$ cat config.mk
export PLATFORM = sky130hd
export DESIGN_NAME = multicycle_main_fsm
export DESIGN_NICKNAME = d
export VERILOG_FILES = /design/src/rtl/multicycle_main_fsm.sv
export SDC_FILE = /design/constraint.sdc
export NUM_CORES = 1
export LEC_CHECK = 0
export ABC_AREA = 0
export BUFFER_PORTS_ARGS = -buffer_cell sky130_fd_sc_hd__clkbuf_2
export CAP_MARGIN = 30
export CORE_AREA = 2 2 39 41
export DETAILED_ROUTE_END_ITERATION = 16
export DIE_AREA = 0 0 41 43
export PLACE_DENSITY_LB_ADDON = 0.2
export SYNTH_ARGS = -nofsm -noshare
export SYNTH_HDL_FRONTEND = slang
export SYNTH_SLANG_ARGS = --single-unit
$ cat constraint.sdc
create_clock -name clk -period 3.4 [get_ports clk]
set_input_delay 0.51 -clock clk [delete_from_list [all_inputs] [get_ports clk]]
set_output_delay 0.51 -clock clk [all_outputs]
set_load 0.02 [all_outputs]
$ cat src/rtl/multicycle_main_fsm.sv
// Main control FSM for the multicycle RV32I core: Fetch/Decode/Execute/Memory/Writeback.
// Optional build macro MAIN_FSM_ADDI_ONLY_EN gates EXECI aluOp on the decoded opcode.
module multicycle_main_fsm #(
    parameter int OPW = 7
) (
    input  logic           clk,
    input  logic           reset,
    input  logic [OPW-1:0] op,
    input  logic           zero,
    output logic           pcWrite,
    output logic           adrSrc,
    output logic           memWrite,
    output logic           irWrite,
    output logic [1:0]     resultSrc,
    output logic [1:0]     aluSrcA,
    output logic [1:0]     aluSrcB,
    output logic [1:0]     aluOp,
    output logic           regWrite,
    output logic [3:0]     state
);

    typedef enum logic [3:0] {
        FETCH    = 4'd0,
        DECODE   = 4'd1,
        MEMADR   = 4'd2,
        MEMREAD  = 4'd3,
        MEMWB    = 4'd4,
        MEMWRITE = 4'd5,
        EXECR    = 4'd6,
        ALUWB    = 4'd7,
        EXECI    = 4'd8,
        JAL      = 4'd9,
        BEQ      = 4'd10
    } state_t;

    localparam logic [OPW-1:0] OP_LW  = 7'b0000011;
    localparam logic [OPW-1:0] OP_SW  = 7'b0100011;
    localparam logic [OPW-1:0] OP_R   = 7'b0110011;
    localparam logic [OPW-1:0] OP_I   = 7'b0010011;
    localparam logic [OPW-1:0] OP_JAL = 7'b1101111;
    localparam logic [OPW-1:0] OP_BEQ = 7'b1100011;

    state_t state_q;
    state_t state_d;
    state_t dec_state;
    logic   pc_update;
    logic   branch;

    always_ff @(posedge clk) begin
        if (reset) begin
            state_q <= FETCH;
        end else begin
            state_q <= state_d;
        end
    end

`ifdef MAIN_FSM_ADDI_ONLY_EN
    logic [OPW-1:0] op_q;

    // Opcode seen in DECODE, used to detect op changing mid-instruction.
    always_ff @(posedge clk) begin
        if (reset) begin
            op_q <= '0;
        end else if (state_q == DECODE) begin
            op_q <= op;
        end
    end
`endif

    always_comb begin
        state_d = FETCH;
        case (state_q)
            FETCH:  state_d = DECODE;
            DECODE: begin
                if (op == OP_LW || op == OP_SW) begin
                    state_d = MEMADR;
                end else if (op == OP_R) begin
                    state_d = EXECR;
                end else if (op == OP_I) begin
                    state_d = EXECI;
                end else if (op == OP_JAL) begin
                    state_d = JAL;
                end else if (op == OP_BEQ) begin
                    state_d = BEQ;
                end else begin
                    state_d = FETCH;
                end
            end
            MEMADR:   state_d = (op == OP_LW) ? MEMREAD : MEMWRITE;
            MEMREAD:  state_d = MEMWB;
            EXECR:    state_d = ALUWB;
            EXECI:    state_d = ALUWB;
            JAL:      state_d = ALUWB;
            MEMWB:    state_d = FETCH;
            MEMWRITE: state_d = FETCH;
            ALUWB:    state_d = FETCH;
            BEQ:      state_d = FETCH;
            default:  state_d = FETCH;
        endcase
    end

    // During reset the selects present FETCH values whatever the current state.
    assign dec_state = reset ? FETCH : state_q;

    always_comb begin
        adrSrc    = 1'b0;
        memWrite  = 1'b0;
        irWrite   = 1'b0;
        resultSrc = 2'b00;
        aluSrcA   = 2'b00;
        aluSrcB   = 2'b00;
        aluOp     = 2'b00;
        regWrite  = 1'b0;
        pc_update = 1'b0;
        branch    = 1'b0;
        case (dec_state)
            FETCH: begin
                irWrite   = 1'b1;
                aluSrcB   = 2'b10;
                resultSrc = 2'b10;
                pc_update = 1'b1;
            end
            DECODE: begin
                aluSrcA = 2'b01;
                aluSrcB = 2'b01;
            end
            MEMADR: begin
                aluSrcA = 2'b10;
                aluSrcB = 2'b01;
            end
            MEMREAD: begin
                adrSrc = 1'b1;
            end
            MEMWB: begin
                resultSrc = 2'b01;
                regWrite  = 1'b1;
            end
            MEMWRITE: begin
                adrSrc   = 1'b1;
                memWrite = 1'b1;
            end
            EXECR: begin
                aluSrcA = 2'b10;
                aluOp   = 2'b10;
            end
            EXECI: begin
                aluSrcA = 2'b10;
                aluSrcB = 2'b01;
`ifdef MAIN_FSM_ADDI_ONLY_EN
                aluOp   = (op == OP_I && op == op_q) ? 2'b10 : 2'b00;
`else
                aluOp   = 2'b10;
`endif
            end
            ALUWB: begin
                regWrite = 1'b1;
            end
            JAL: begin
                aluSrcA   = 2'b01;
                aluSrcB   = 2'b10;
                pc_update = 1'b1;
            end
            BEQ: begin
                aluSrcA = 2'b10;
                aluOp   = 2'b01;
                branch  = 1'b1;
            end
            default: begin
                pc_update = 1'b0;
            end
        endcase
        if (reset) begin
            irWrite   = 1'b0;
            regWrite  = 1'b0;
            memWrite  = 1'b0;
            pc_update = 1'b0;
            branch    = 1'b0;
        end
    end

    assign pcWrite = pc_update | (branch & zero);
    assign state   = state_q;

endmodule

==> impl_metrics.csv, run 1 <==
group,metric,value,unit
routing,totalWireLength,1230,um
sta,totalNegativeSetupSlack,0,ps
global_routing,grtUsageTotal,16.0,%
cells_and_area,largest_reg_flops,4,
cells_and_area,fin_nets,104,
routing,route.antenna.remaining_nets,0,
global_routing,grt_pass1_vias,457,
clock_network,cts_tree,"built",
critical_path,cell_type_of_the_slowest_stage_on_the_worst_timing_path,"dfxtp_1",
critical_path,crit_fanout,16,
power_and_ir_drop,ir_worst_vdd,0.0960,mV
yosys,synth_cell_types,32,
placement,numPlacedInstances,105,
floorplan,dieHeight,43,um
yosys,postSynthRegisterBits,4,
sta,drv_slew,0,
sta,worst_clock_skew,6.37,ps
clock_network,cts_sinks,4,
yosys,synth.yosys.warnings,0,
critical_path,timing.setup.critical_path_class,"reg2out",
global_routing,grt-ovfl-total,0,
clock_network,post-cts-setup-buffers,0,
global_routing,first_pass_grt_wire_length,1930,um
clock_network,clk_latency,250,ps
routing,first_pass_iters,4,
floorplan,design.core.area,1380,sq um
placement,gp_congestion,0.780,
yosys,post_synth_edffs,0,
routing,drt-vias-per-instance,5.33,
sta,max-slew-margin-rel,65.9,%
run,timing.max_cap.violations,0,
min_path,timing.hold.worst.start,"op[0]",
clock_network,cts_resized,0,
sta,tightestPinTransition,511,ps
clock_network,cts.reportedPaths.clkPinSlew,40,ps
power_and_ir_drop,power_density,257,nW/um^2
yosys,netlist_instances,69,
sta,fin_crit_sh,61.2,%
sta,hold_viol,0,
placement,place.detailed.hpwl,913,um
critical_path,worst_ep_arrival_time,1570,ps
cells_and_area,finish.cell_count_without_fillers,108,
placement,place_area,583,sq um
sta,fmax,481,MHz
floorplan,die_area,1760,sq um
status,run_status,"finished clean",
yosys,ys_dominant_reg_cell,"dfxtp_1",
yosys,postSynthNetCount,79,
floorplan,floorplan.initialDensity,33.6,%
clock_network,tritoncts.num_buffers,3,
critical_path,critical_path.n_buffers_inverters,1,
global_routing,grt_antenna_before_repair,0,
cells_and_area,drive_above_1_share,33.7,%
routing,post_drt_wl_per_cell,11.4,um
clock_network,cts.hold.buffers_added,0,
sta,rsz0062_at_grt,"false",
critical_path,worst_path_largest_cell_delay,630,ps
cells_and_area,fillerInstances,169,
routing,detailedRoute.firstIterationViolations,8,
critical_path,timing.critical_path.max_delay_family,"flip-flops",
yosys,netlist_top_cells_count,"nor3_1 (9), nor2_1 (6), a21oi_1 (5), buf_2 (5), o21ai_0 (5)",
yosys,yosys.area.top_type_share,17.2,%
critical_path,worstReg2RegStart,"state[2]$_SDFF_PP0_",
global_routing,grt_start_max_net_pins,17,
routing,vias,576,
yosys,yosysTopAreaCell,"dfxtp_1",
floorplan,top_level_ports,27,
placement,placement.io_buffers,26,
yosys,yosys-top-cells-area,"dfxtp_1 (17%), nor3_1 (9.7%), a21oi_1 (5.4%), buf_2 (5.4%), nand2b_1 (5.4%)",
clock_network,cts_root_buf,"clkbuf_4",
yosys,yosysMostFrequentCell,"nor3_1",
critical_path,crit_required,2890,ps
critical_path,endpoint_kind,"output pin",
power_and_ir_drop,power.static_leakage,0.263,nW
cells_and_area,num_antenna_cells,0,
clock_network,clock_tree.buffer_depth,2,
yosys,synth_area,465,sq um
sta,period_needed,2080,ps
critical_path,cp_cell_sequence,"nor2b_1 -> a21oi_1 -> nor2_1 -> clkbuf_2",
yosys,seq_area_frac_synth,17.2,%
routing,drc_errors,0,
yosys,async_reset_ff_share,0,%
floorplan,rows,14,
cells_and_area,flow.area_growth_from_synthesis,30.1,%
floorplan,die_w,41,um
cells_and_area,post_layout_inst_area,606,sq um
sta,setup-violations-final,0,
critical_path,startpoint,"state[1]$_SDFF_PP0_",
yosys,postSynthAreaPerCell,6.75,sq um
min_path,hold_class,"in2reg",
clock_network,htree_num_levels,1,
critical_path,startpoint_type,"register",
==> worst min-delay path, cell delays in order <==
cell	delay, ps
clkbuf_2	90
nand2_1	110
a2111oi_2	50
==> routing by layer <==
| layer | wire, um | track usage (%) |
|---|---|---|
| met2 | 543 | 21.9 |
| met3 | 79 | 4.71 |
| met5 | 0 | 0 |
| met1 | 582 | 21.9 |
| met4 | 22 | 8.00 |
==> kinds of logic after synthesis <==
logic type	synth area share, %
AND/OR/NAND/NOR	40.6
adder cells (fa/ha/maj)	2.15
flip-flops	17.2
buffers and inverters	9.41
XOR/XNOR	5.65
AO/OA/AOI/OAI	25.0
==> placed cells by master, fill, tap and decap left out, drive strengths merged, types with 2 or more instances in the layout <==
| cell | count |
|---|---|
| o21ai | 6 |
| a21oi | 5 |
| nor2 | 6 |
| clkbuf | 29 |
| nand2 | 3 |
| or3 | 3 |
| nand2b | 4 |
| xnor2 | 2 |
| dfxtp | 4 |
| nor3 | 9 |
| inv | 3 |
==> where the power goes <==
| part | total, W | switching (W) | internal, W |
|---|---|---|---|
| sequential | 0.0000522 | 0.00000384 | 0.0000484 |
| clock | 0.0000625 | 0.0000228 | 0.0000397 |
| combinational | 0.0000407 | 0.0000242 | 0.0000165 |
==> layout make-up <==
cell class / count / area [sq um] / share of cell area, %
sequential: 4 / 80.1 / 13.2
tap: 16 / 20.0 / 3.31
inverter: 3 / 11.3 / 1.86
timing repair buffer: 26 / 130 / 21.5
multi-input combinational: 56 / 342 / 56.4
clock buffer: 3 / 22.5 / 3.72
==> path summary, 6_finish.rpt <==
kind	cells past startpoint	to	slack, ps
worst min register to register	2	state[3]$_SDFF_PP0_	740
worst max-delay path	4	aluOp[1]	1320
worst max register to register	2	state[3]$_SDFF_PP0_	2060
worst min-delay path	3	state[3]$_SDFF_PP0_	560
==> metrics by stage <==
step | utilization (%) | hold WS (ps) | power (W) | setup WS [ps]
4_1_cts | 43.8 | 564 | 0.000155 | 1310
5_1_grt | 43.8 | 592 | 0.000163 | 1210
3_3_place_gp | 42.1 | 762 | 0.0000937 | 1530
2_1_floorplan | - | 685 | 0.0000800 | 1390
6_report | 43.8 | 557 | 0.000155 | 1320
3_5_place_dp | 42.1 | 744 | 0.0000938 | 1520
(Power assumes the default switching activity.)
==> run 2, diff against run 1 <==
- clock period: 3.4 -> 1.9 ns (I/O delays scaled with it)
==> run 2 against run 1 <==
  * Clock power grew 74%
  * Via count grew 4.2%
  * Worst setup slack lost 1200 ps
  * First-iteration DRC count grew 110%
  * Critical path depth is the same
  * Critical path type unchanged
  * Register-to-register slack lost 1500 ps
  * Final cell count grew 0.93%
  * Critical endpoint is now pcWrite
==> impl_metrics.csv, run 2 (synthesized netlist as in run 1, its figures left out) <==
group,metric,value,unit
status,run_status,"finished clean",
placement,place.detailed.hpwl,938,um
critical_path,worst_path_largest_cell_delay,550,ps
clock_network,clk_latency,240,ps
floorplan,floorplan.initialDensity,33.6,%
clock_network,htree_num_levels,1,
critical_path,worstReg2RegStart,"state[0]$_SDFF_PP0_",
min_path,timing.hold.worst.start,"op[0]",
critical_path,regToRegEndpoint,"state[2]$_SDFF_PP0_",
routing,drc_errors,0,
routing,drt-vias-per-instance,5.50,
sta,hold_viol,0,
placement,place_area,591,sq um
floorplan,dieHeight,43,um
power_and_ir_drop,post-layout-total-power,0.000276,W
critical_path,endpoint_kind,"output pin",
global_routing,grtUsageTotal,15.3,%
cells_and_area,seqCellArea,82.6,sq um
critical_path,cp_cell_sequence,"xnor2_1 -> nand2b_1 -> a211oi_1 -> clkbuf_2",
routing,route.antenna.remaining_nets,0,
global_routing,grt_start_max_net_pins,17,
sta,worst_clock_skew,3.23,ps
cells_and_area,fillerInstances,159,
sta,fmax,570,MHz
power_and_ir_drop,power_density,449,nW/um^2
critical_path,crit_required,1620,ps
critical_path,timing.critical_path.max_delay_family,"flip-flops",
routing,totalWireLength,1270,um
routing,post_drt_wl_per_cell,11.6,um
critical_path,cell_type_of_the_slowest_stage_on_the_worst_timing_path,"dfxtp_1",
cells_and_area,drive_above_1_share,36.6,%
routing,vias,600,
run,timing.max_cap.violations,0,
power_and_ir_drop,power.static_leakage,0.270,nW
placement,gp_congestion,0.786,
clock_network,clock_tree.buffer_depth,2,
clock_network,tritoncts.num_buffers,3,
global_routing,grt_antenna_before_repair,0,
power_and_ir_drop,ir_worst_vdd,0.347,mV
clock_network,cts_root_buf,"clkbuf_4",
floorplan,rows,14,
min_path,min_delay_path_depth,3,
sta,tightestPinTransition,385,ps
global_routing,grt_pass1_vias,441,
critical_path,worst_ep_arrival_time,1470,ps
sta,drv_slew,0,
sta,setup-violations-final,0,
critical_path,startpoint_type,"register",
clock_network,cts.reportedPaths.clkPinSlew,40,ps
cells_and_area,final_core_occ,44.5,%
sta,final.setup.worst_slack,146,ps
global_routing,first_pass_grt_wire_length,1860,um
global_routing,grt-ovfl-total,0,
critical_path,crit_fanout,12,
floorplan,design.core.area,1380,sq um
cells_and_area,layout.cells.most_common,"clkbuf_2",
clock_network,cts_tree,"built",
cells_and_area,fin_nets,105,
floorplan,die_w,41,um
sta,max-slew-margin-rel,74.0,%
sta,totalNegativeSetupSlack,0,ps
cells_and_area,largest_reg_flops,4,
critical_path,reg2reg_depth,3,
routing,first_pass_iters,4,
min_path,worst_hold_path.endpoint,"state[3]$_SDFF_PP0_",
cells_and_area,multi_input_logic_area,342,sq um
cells_and_area,num_antenna_cells,0,
critical_path,setup.reg_to_reg.worst_slack,540,ps
sta,fin_crit_sh,92.3,%
routing,detailedRoute.firstIterationViolations,17,
floorplan,die_area,1760,sq um
sta,rsz0062_at_grt,"false",
critical_path,critical_path.n_buffers_inverters,1,
sta,period_needed,1750,ps
cells_and_area,flow.area_growth_from_synthesis,32.3,%
critical_path,timing.setup.critical_path_class,"reg2out",
placement,detailedPlace.worstSlack,322,ps
placement,placement.io_buffers,26,
cells_and_area,most-common-layout-cells,"clkbuf_2 (26), nor3_1 (9), nor2_1 (6)",
clock_network,cts_sinks,4,
cells_and_area,post_layout_inst_area,616,sq um
floorplan,top_level_ports,27,
min_path,hold_class,"in2reg",
[run 2: cell count changes in the layout (fill, tap and decap cells not counted)]
| cell | previous run | this run |
|---|---|---|
| dfxtp_1 | 4 | 2 |
| dfxtp_2 | 0 | 2 |
| buf_4 | 0 | 1 |
[run 2: how the worst max path moves through the flow]
| stage | depth (start not counted) | to | startpoint |
|---|---|---|---|
| 5_1_grt | 4 | pcWrite | state[0]$_SDFF_PP0_ |
| 3_3_place_gp | 4 | aluOp[1] | state[1]$_SDFF_PP0_ |
| 3_5_place_dp | 4 | aluOp[1] | state[1]$_SDFF_PP0_ |
| 6_report | 4 | pcWrite | state[0]$_SDFF_PP0_ |
| 2_1_floorplan | 4 | aluSrcB[0] | state[1]$_SDFF_PP0_ |
| 4_1_cts | 4 | aluOp[1] | state[1]$_SDFF_PP0_ |
[run 2: cell type report]
type | instances | area share [%]
Timing Repair Buffer | 27 | 22.4
Multi-Input combinational cell | 56 | 55.5
Tap cell | 16 | 3.25
Inverter | 3 | 1.83
Clock buffer | 3 | 3.66
Sequential cell | 4 | 13.4
[run 2: repair_timing]
| item | 4_1_cts | 5_1_grt |
|---|---|---|
| hold buffers | 0 | 0 |
| endpoints found under the setup margin | 0 | 4 |
| gates resized for setup | 0 | 2 |
| buffers inserted | 0 | 0 |
[run 2: per-stage QoR]
step	cells	hold WS [ps]
6_report	109	329
5_1_grt	109	369
4_1_cts	109	343
3_5_place_dp	106	595
3_3_place_gp	106	585
2_1_floorplan	69	460
[run 2: worst reg2reg max path: stages, from the launching register on]
cell     delay, ps
dfxtp_1        550
nor4b_1        390
a41oi_1        200
o21ai_1        150
[run 2: metal layers]
layer	up-vias	track usage [%]	share of wire, %
li1	297	-	-
met1	277	21.7	48
met2	24	20.9	45
met3	2	4.71	6.7
met4	0	6.00	0.79
met5	-	0	0
[run 2: power breakdown]
group | internal, W | leakage (nW) | switching, W
clock network | 0.0000709 | 0.0138 | 0.0000380
registers | 0.0000866 | 0.0336 | 0.00000687
logic | 0.0000297 | 0.222 | 0.0000441
total | 0.000187 | 0.270 | 0.0000890
